[src/rtl/combo_sweep_seq_if.sv]
// Host/evaluator bundle for the combinational sweep sequencer.
// master = host and evaluator side, slave = sequencer side.
interface combo_sweep_seq_if;
  logic        start;
  logic        abort;
  logic [15:0] expect_tt;
  logic        y;
  logic [3:0]  abcd;
  logic        busy;
  logic        done;
  logic [15:0] truth_tt;
  logic [4:0]  err_cnt;
  logic        first_err_vld;
  logic [3:0]  first_err_idx;

  modport master (
    output start, abort, expect_tt, y,
    input  abcd, busy, done, truth_tt,
    input  err_cnt, first_err_vld, first_err_idx
  );

  modport slave (
    input  start, abort, expect_tt, y,
    output abcd, busy, done, truth_tt,
    output err_cnt, first_err_vld, first_err_idx
  );
endinterface

[src/rtl/combo_sweep_seq.sv]
// Sweeps {A,B,C,D} over 0..LAST, samples Y after a settle window
// and records the truth table and mismatches against an expected table.
module combo_sweep_seq #(
  parameter int unsigned SETTLE = 2,
  parameter int unsigned LAST   = 15
) (
  input logic              clk,
  input logic              rst,
  combo_sweep_seq_if.slave bus
);

  localparam logic [3:0] SETTLE_V = 4'(SETTLE);
  localparam logic [3:0] LAST_V   = 4'(LAST);

  typedef enum logic [1:0] {
    S_IDLE,
    S_DRIVE,
    S_FIN
  } state_t;

  state_t      state;
  state_t      state_nxt;
  logic [3:0]  vec;
  logic [3:0]  cnt;
  logic        sample;
  logic        launch;
  logic        miss;
  logic [15:0] truth_q;
  logic [4:0]  err_q;
  logic        fvld_q;
  logic [3:0]  fidx_q;

  always_ff @(posedge clk) begin
    if (rst) state <= S_IDLE;
    else     state <= state_nxt;
  end

  always_comb begin
    state_nxt = state;
    sample    = 1'b0;
    launch    = 1'b0;
    unique case (state)
      S_IDLE: begin
        if (bus.start && !bus.abort) begin
          launch    = 1'b1;
          state_nxt = S_DRIVE;
        end
      end
      S_DRIVE: begin
        if (bus.abort) begin
          state_nxt = S_IDLE;
        end else if (cnt == 4'd0) begin
          sample = 1'b1;
          if (vec == LAST_V) state_nxt = S_FIN;
        end
      end
      S_FIN:   state_nxt = S_IDLE;
      default: state_nxt = S_IDLE;
    endcase
  end

  assign miss = bus.y != bus.expect_tt[vec];

  always_ff @(posedge clk) begin
    if (rst) begin
      vec     <= 4'd0;
      cnt     <= 4'd0;
      truth_q <= 16'd0;
      err_q   <= 5'd0;
      fvld_q  <= 1'b0;
      fidx_q  <= 4'd0;
    end else if (launch) begin
      vec     <= 4'd0;
      cnt     <= SETTLE_V;
      truth_q <= 16'd0;
      err_q   <= 5'd0;
      fvld_q  <= 1'b0;
      fidx_q  <= 4'd0;
    end else if (sample) begin
      truth_q[vec] <= bus.y;
      if (miss) begin
        err_q <= err_q + 5'd1;
        if (!fvld_q) begin
          fvld_q <= 1'b1;
          fidx_q <= vec;
        end
      end
      // vec parks on LAST so it never wraps
      if (vec != LAST_V) vec <= vec + 4'd1;
      cnt <= SETTLE_V;
    end else if (state == S_DRIVE && !bus.abort) begin
      cnt <= cnt - 4'd1;
    end
  end

  assign bus.abcd          = (state == S_DRIVE) ? vec : 4'd0;
  assign bus.busy          = state == S_DRIVE;
  assign bus.done          = state == S_FIN;
  assign bus.truth_tt      = truth_q;
  assign bus.err_cnt       = err_q;
  assign bus.first_err_vld = fvld_q;
  assign bus.first_err_idx = fidx_q;

endmodule
[src/flat_wrapper.sv]
// flat-port wrapper written by rule: the top's interface ports become plain ports
module combo_sweep_seq_flat 
#(
  parameter int unsigned SETTLE = 2,
  parameter int unsigned LAST   = 15
)
  (clk, rst, bus_start, bus_abort, bus_expect_tt, bus_y, bus_abcd, bus_busy, bus_done, bus_truth_tt, bus_err_cnt, bus_first_err_vld, bus_first_err_idx);
  combo_sweep_seq_if bus_i ();
  input logic clk;
  input logic rst;
  input wire logic [$bits(bus_i.start)-1:0] bus_start;
  input wire logic [$bits(bus_i.abort)-1:0] bus_abort;
  input wire logic [$bits(bus_i.expect_tt)-1:0] bus_expect_tt;
  input wire logic [$bits(bus_i.y)-1:0] bus_y;
  output wire logic [$bits(bus_i.abcd)-1:0] bus_abcd;
  output wire logic [$bits(bus_i.busy)-1:0] bus_busy;
  output wire logic [$bits(bus_i.done)-1:0] bus_done;
  output wire logic [$bits(bus_i.truth_tt)-1:0] bus_truth_tt;
  output wire logic [$bits(bus_i.err_cnt)-1:0] bus_err_cnt;
  output wire logic [$bits(bus_i.first_err_vld)-1:0] bus_first_err_vld;
  output wire logic [$bits(bus_i.first_err_idx)-1:0] bus_first_err_idx;
  assign bus_i.start = bus_start;
  assign bus_i.abort = bus_abort;
  assign bus_i.expect_tt = bus_expect_tt;
  assign bus_i.y = bus_y;
  assign bus_abcd = bus_i.abcd;
  assign bus_busy = bus_i.busy;
  assign bus_done = bus_i.done;
  assign bus_truth_tt = bus_i.truth_tt;
  assign bus_err_cnt = bus_i.err_cnt;
  assign bus_first_err_vld = bus_i.first_err_vld;
  assign bus_first_err_idx = bus_i.first_err_idx;
  combo_sweep_seq #(.SETTLE(SETTLE), .LAST(LAST)) u_core (.clk(clk), .rst(rst), .bus(bus_i));
endmodule
[config.mk]
export PLATFORM = sky130hd
export DESIGN_NAME = combo_sweep_seq_flat
export DESIGN_NICKNAME = d
export VERILOG_FILES = /design/src/rtl/combo_sweep_seq_if.sv /design/src/rtl/combo_sweep_seq.sv /design/src/flat_wrapper.sv
export SDC_FILE = /design/constraint.sdc
export NUM_CORES = 1
export LEC_CHECK = 0
export ABC_AREA = 0
export BUFFER_PORTS_ARGS = -buffer_cell sky130_fd_sc_hd__buf_2
export CAP_MARGIN = 10
export CORE_MARGIN = 1
export CORE_UTILIZATION = 40
export DETAILED_ROUTE_END_ITERATION = 10
export PLACE_DENSITY = 0.67
export SLEW_MARGIN = 40
export SYNTH_ARGS = -nofsm -noshare
export SYNTH_HDL_FRONTEND = slang
export SYNTH_SLANG_ARGS = --single-unit
[constraint.sdc]
create_clock -name clk -period 3.5 [get_ports clk]
set_clock_uncertainty 0.15 [all_clocks]
set_input_delay 1.05 -clock clk [delete_from_list [all_inputs] [get_ports clk]]
set_output_delay 1.05 -clock clk [all_outputs]
set_load 0.02 [all_outputs]
Yosys cells after proc, flatten, opt, wreduce, memory -nomap -nowiden
Cells that the tools add are included.

storage, ports and cells
  flip-flop bits (word level) = 36
  word-level logic and storage cells = 54

operators by class
  $add $sub $neg = 3
  $lt $le $gt $ge = 2
  equal/unequal tests = 8
  muxes and demuxes = 19
  bitwise gates (word level) = 1
  reductions and logical operators = 13

operators with widths
  kind                 count
  $bwmux 16            1
  $mux 2               7
  $mux 1               7
  $ne 3x2->1 const B   2
  $reduce_and 3->1     2
  $add 5x1->5 const B  1
  $lt 4x5->1 const B   1
  $add 4x1->4 const B  1
  $bmux 1 s4           1
  $demux 1 s4          1
  $eq 4x4->1 const B   1
  $ge 4x1->1 const B   1
  $logic_not 4->1      1
  $mux 4               1
  $ne 4x4->1 const B   1
  $pmux 2 s2           1
  $reduce_and 2->1     2
  $sub 4x1->4 const B  1
  $logic_and 1x1->1    3
  $reduce_bool 3->1    1
  $reduce_or 3->1      1
  $eq 2x1->1 const B   1
  $eq 2x2->1 const B   1
  $logic_not 2->1      1
  other kinds (5)      5

Logic depth before layout (Yosys ltp)
Gate-level depths: netlist of the first run.

  word-level depth = 6
  mapped depth = 8

Least setup slack after synthesis of the first run
Ideal clock, no wire load.

  path kind = input -> register
  from = in bus_expect_tt[14]
  to = reg u_core.err_q[4] (netlist: u_core.bus.err_cnt[4])
  setup time = 0.059 ns
  data arrival time = 2.561 ns
  slack = 0.731 ns
  stages on the path = 5
  cells stage by stage = mux4_2 -> a22o_1 -> or4_4 -> a211o_1 -> nand2_1

on the way
  word-level cells in the longest chain between the ends = 4

RTL lines
  element                       RTL line               RTL
  start, declared               flat_wrapper.sv:13     input wire logic [$bits(bus_i.expect_tt)-1:0] bus_expect_tt;
  $bmux 1 s4                    combo_sweep_seq.sv:62  assign miss = bus.y != bus.expect_tt[vec];
  $mux 1 (implied by the code)  combo_sweep_seq.sv:62
  $ne 1x1->1                    combo_sweep_seq.sv:62
  $reduce_and 2->1 (no line)    --
  end signal, assigned          combo_sweep_seq.sv:82  err_q <= err_q + 5'd1;
  end, declared                 combo_sweep_seq.sv:29  logic [4:0] err_q;

No other way between the ends. The select of a mux whose other input is x is not followed.
A chain may end at the register's enable or synchronous reset.

Worst setup path in the final report of the first run
  from = in bus_expect_tt[14]
  to = reg u_core.err_q[2] (netlist: u_core.bus.err_cnt[2])

The elaborated chain is that of the path after synthesis.

==> flow_summary.ini, run 1 <==
[hold_path]
holdCritPathClass = flop to flop
min_from = u_core.bus.first_err_idx[2]

[global_route]
grt_most_used_layer = met2
grt_pass1_wl_mm = 7.369
use_met1_pct = 24.80
use_met2_pct = 30.02
met3_usage_pct = 5.413
grt_pass1_vias = 1567
grt_usage_pct = 18.79
grt_antenna_before_repair = 0
gr-total-overflow = 0
grt_max_degree = 30

[synth]
yosysSeqAreaShare_pct = 37.75
synth.net_count = 244
ys_types = 35
ys_ff_latch = 36
yosys_warnings = 0
syn-cell-area_um2 = 1909
synthCells = 216
synth_top_area_share_pct = 37.75
avgSynthCellArea_um2 = 8.839
synth.largest_area_cell = dfxtp_1
synth_area_leaders = dfxtp_1, mux2i_1, nand3_1

[setup_path]
path_cells = buf_2 -> mux4_2 -> a22oi_1 -> nand4_1 -> a21boi_1 -> mux2i_1
max_stage_delay_ns = 0.51
critPathArrivalTime_ns = 2.86
critPathKind = primary input to flop
cp_max_fo = 7
required_ns = 3.56
startpoint_type = primary input
cp-end-kind = flop
setup.worst_path.start = bus_expect_tt[14]
slowest_stage = a22oi_1
r2r_start = u_core.vec[1]

[pwr]
power_mw = 0.8434
p_leak_nw = 1.044
power.density_nw_per_um2 = 366.9
peakVddDrop_v = 0.0002377

[timing]
holdWs_ns = 0.3186
setup_violations = 0
rsz0062_at_grt = no
slew_headroom_pct = 61.15
setup_ws_ns = 0.6940
post-route-period-util_pct = 80.17
fin_setup_tns_ns = 0
min_period_ns = 2.806
tightestPinTransition_ns = 0.5819
final-hold-violation-count = 0
drv_slew = 0
fmax_ghz = 0.3564

[die]
die_h_um = 71.09
core_region_area_um2 = 4474
die_w_um = 71.09
rows = 24
die_area_um2 = 5054
io_pins = 53
start_util_pct = 42.67

[job]
maxCapViolCount = 0

[place]
gp_congestion = 0.8603
dpl.hpwl_mm = 3.128
dp_slack_ns = 0.4442
place_area_um2 = 2191
port_buffers = 52

[finish]
drive_gt1_share_pct = 25.84
syn_to_final_growth_pct = 20.38
fin_nets = 294
num_antenna_cells = 0
final_common_cell = buf_2
final_area_um2 = 2298
final_cell_mix = buf_2, dfxtp_1, nor2_1

[route]
drc = 5
wl_mm = 4.350
num_vias = 1736
drtIter0Drc = 88
postRouteAntennaNets = 0
first_pass_iters = 8
wire_per_inst_um = 13.64
via_per_inst = 5.442

[clock_tree]
worstSkewPairLatency_ns = 0.29
htreeDepth = 2
cts_sinks = 36
postCtsSetupBuffers = 0
hold_buffers = 0
cts_root_buffer = clkbuf_8
cts_resized = 0
clk_path_buf_depth = 2
numCtsBuffers = 5
cts.clk_slew.worst_paths_ns = 0.07
tritoncts = built

[run_status]
violations = DRC
status = finished with violations
per-stage QoR:
stage,cells,util (%)
after global placement,311,48.97
final,319,51.37
after detailed placement,311,48.97
after floorplan,216,-
after global routing,319,51.37
after CTS,319,51.37
cell usage after synthesis:
cell type,count
dfxtp_1,36
nor4_1,4
a21boi_1,1
o41ai_1,1
a21oi_1,8
and4_1,1
xnor2_1,4
clkdlybuf4s15_1,1
or2_2,1
a31oi_1,1
inv_1,5
nor3_1,5
nor2_1,27
nor3b_2,1
a22oi_1,2
nand3_1,24
clkbuf_1,8
or3b_2,2
nand2_1,12
ha_1,7
mux2i_1,19
a21boi_0,1
or4_4,1
a211o_1,4
o21ai_0,6
xor2_1,1
and2_1,5
a21o_1,1
or3_1,2
buf_6,1
nand4_1,8
nor2b_1,8
nor3b_1,2
mux4_2,4
a22o_1,2
registers in the layout (all words and copies together), names as in the netlist:
name	flops
u_core.cnt	4
u_core.vec	4
u_core.bus.err_cnt	5
u_core.bus.first_err_vld	1
u_core.bus.first_err_idx	4
u_core.state	2
u_core.bus.truth_tt	16
final timing paths:
path,to,slack (ns),depth (start not counted)
worst max-delay path,u_core.bus.err_cnt[2],0.69,6
worst min-delay path,u_core.bus.first_err_idx[2],0.32,2
worst min register to register,u_core.bus.first_err_idx[2],0.32,2
worst max register to register,u_core.bus.err_cnt[2],0.81,5
routing by layer:
| layer | share of wire (%) | up-vias |
|---|---|---|
| met5 | 0 | - |
| met4 | 1.1 | 0 |
| met3 | 7.8 | 5 |
| met2 | 45 | 60 |
| met1 | 46 | 798 |
| li1 | - | 873 |
cells by family after synthesis:
group	Yosys count	share of synthesized area [%]
and+or+nand+nor	103	27.85
xor gates and xnor gates	5	2.293
buffers and inverters	15	3.670
DFF	36	37.75
muxes	23	14.68
adders and majority gates	7	4.587
AOI/OAI and AO/OA	27	9.175
critical path, delay by kind of cell:
kind / cells / cell delay (ns)
AO/OA/AOI/OAI: 2 / 0.73
multiplexers: 2 / 0.68
AND/OR/NAND/NOR: 1 / 0.30
buffers and inverters: 1 / 0.09
cell type report:
class | count | area, µm²
timing repair buffer | 53 | 267.8
multi-input combinational | 165 | 1119
clock buffer | 6 | 72.57
sequential | 36 | 720.7
fill | 425 | 2176
clock inverter | 2 | 35.03
tap | 52 | 65.06
inverter | 5 | 18.77
report_power, final:
group	total, mW	switching (mW)	internal, mW	leakage (nW)
logic	0.0670	0.0402	0.0268	0.699
clock network	0.359	0.148	0.211	0.0552
registers	0.417	0.00402	0.413	0.290
(Power assumes the default switching activity.)
==> inputs of run 2 (changes only) <==
Clock period 3.5 ns to 2.6 ns, I/O delays scaled along.
==> run 2 against run 1 <==
The flow still finishes with violations (DRC). Flip-flop and latch count unchanged. Setup slack worse by 0.54 ns. Via count up 4.1%. Sequential share of layout area down 1.4 points. Die area unchanged. Non-clock buffer count up 17. Final area up 4.7%. Critical endpoint is now u_core.bus.err_cnt[4]. Highest routed layer unchanged. Final cell count up 5.3%.
==> flow_summary.ini, run 2 (synthesis gave the netlist of run 1 again) <==
[die]
io_pins = 53
start_util_pct = 42.67
die_h_um = 71.09
rows = 24
core_region_area_um2 = 4474
die_area_um2 = 5054
die_w_um = 71.09

[pwr]
peakVddDrop_v = 0.0002436
p_leak_nw = 1.120
power_mw = 1.063
power.density_nw_per_um2 = 441.7

[timing]
fmax_ghz = 0.4094
fin_setup_tns_ns = 0
setup_violations = 0
slew_headroom_pct = 71.46
min_period_ns = 2.442
drv_slew = 0
final-hold-violation-count = 0
post-route-period-util_pct = 93.94
rsz0062_at_grt = no
setup_ws_ns = 0.1577
tightestPinTransition_ns = 0.4225

[hold_path]
holdCritPathClass = flop to flop

[clock_tree]
worstSkewPairLatency_ns = 0.29
htreeDepth = 2
tritoncts = built
numCtsBuffers = 5
cts_root_buffer = clkbuf_8
cts_sinks = 36
cts_resized = 0
postCtsSetupBuffers = 0
cts.clk_slew.worst_paths_ns = 0.08
clk_path_buf_depth = 2
hold_buffers = 0

[global_route]
grt_pass1_wl_mm = 7.886
grt_pass1_vias = 1708
grt_antenna_before_repair = 0
grt_usage_pct = 19.87
grt_max_degree = 18
gr-total-overflow = 0

[finish]
drive_gt1_share_pct = 30.63
syn_to_final_growth_pct = 26.02
final_cell_mix = buf_2, dfxtp_1, nor2_1
largest_register_ffs = 16
final_cell_count_no_fill = 336
num_antenna_cells = 0
fin_nets = 311
final_common_cell = buf_2

[place]
dp_slack_ns = -0.1048
gp_congestion = 0.7980
dpl.hpwl_mm = 3.410
dp_cells = 328
port_buffers = 52

[setup_path]
required_ns = 2.69
path_cells = buf_2 -> mux4_2 -> a22o_1 -> or4_4 -> a211o_1 -> nand2_1
critPathArrivalTime_ns = 2.53
startpoint_type = primary input
cp-end-kind = flop
cp_max_fo = 3
slowest_stage = or4_4
cpLargestDelayFamily = simple AND/OR/NAND/NOR gates
critPathKind = primary input to flop
max_stage_delay_ns = 0.54
worst-path-buf-inv = 1

[route]
first_pass_iters = 8
wire_per_inst_um = 13.80
drtIter0Drc = 99
via_per_inst = 5.381
postRouteAntennaNets = 0
drc = 5
num_vias = 1808
wl_mm = 4.636

[run_status]
status = finished with violations
violations = DRC

[job]
maxCapViolCount = 0
## run 2: per-layer routing
metal  wire (µm)  track usage (%)
met1        2226            26.99
met5           0                0
met4          47            6.889
met3         262            4.843
met2        2099            30.88
## run 2: worst paths after layout
kind	endpoint	slack, ns	cells after the start	start
setup / recovery	u_core.bus.err_cnt[4]	0.16	6	bus_expect_tt[14]
setup reg to reg	u_core.bus.err_cnt[4]	0.17	6	u_core.vec[1]
hold reg to reg	u_core.bus.first_err_idx[3]	0.32	2	u_core.bus.first_err_idx[3]
hold / removal	u_core.bus.first_err_idx[3]	0.32	2	u_core.bus.first_err_idx[3]
## run 2: layout make-up
cell class | instances | area, µm²
sequential | 36 | 720.7
tap | 52 | 65.06
timing repair buffer | 70 | 395.4
inverter | 5 | 18.77
clock buffer | 5 | 68.82
fill | 435 | 2068
clock inverter | 3 | 18.77
multi-input combinational | 165 | 1119
## run 2: through the flow
stage	hold slack (ns)	utilization [%]	cell area, µm²
final	0.3163	53.78	2406
after global routing	0.3448	53.78	2406
after CTS	0.3195	53.78	2406
after detailed placement	0.3088	51.82	2318
after global placement	0.3023	51.82	2318
after floorplan	0.3596	-	1909
## run 2: worst register-to-register path: cells and delay by family (launching register included)
family,cells,cell delay [ns]
and+or+nand+nor,2,0.61
AOI/OAI and AO/OA,2,0.53
muxes,1,0.52
DFF,1,0.40
buffers and inverters,1,0.18
## run 2: power by group
part           internal (mW)  switching [mW]  total, mW  leakage (nW)
logic                 0.0458          0.0576      0.103         0.781
clock network          0.187           0.211      0.398        0.0479
registers              0.556         0.00532      0.561         0.290
total                  0.788           0.274       1.06          1.12
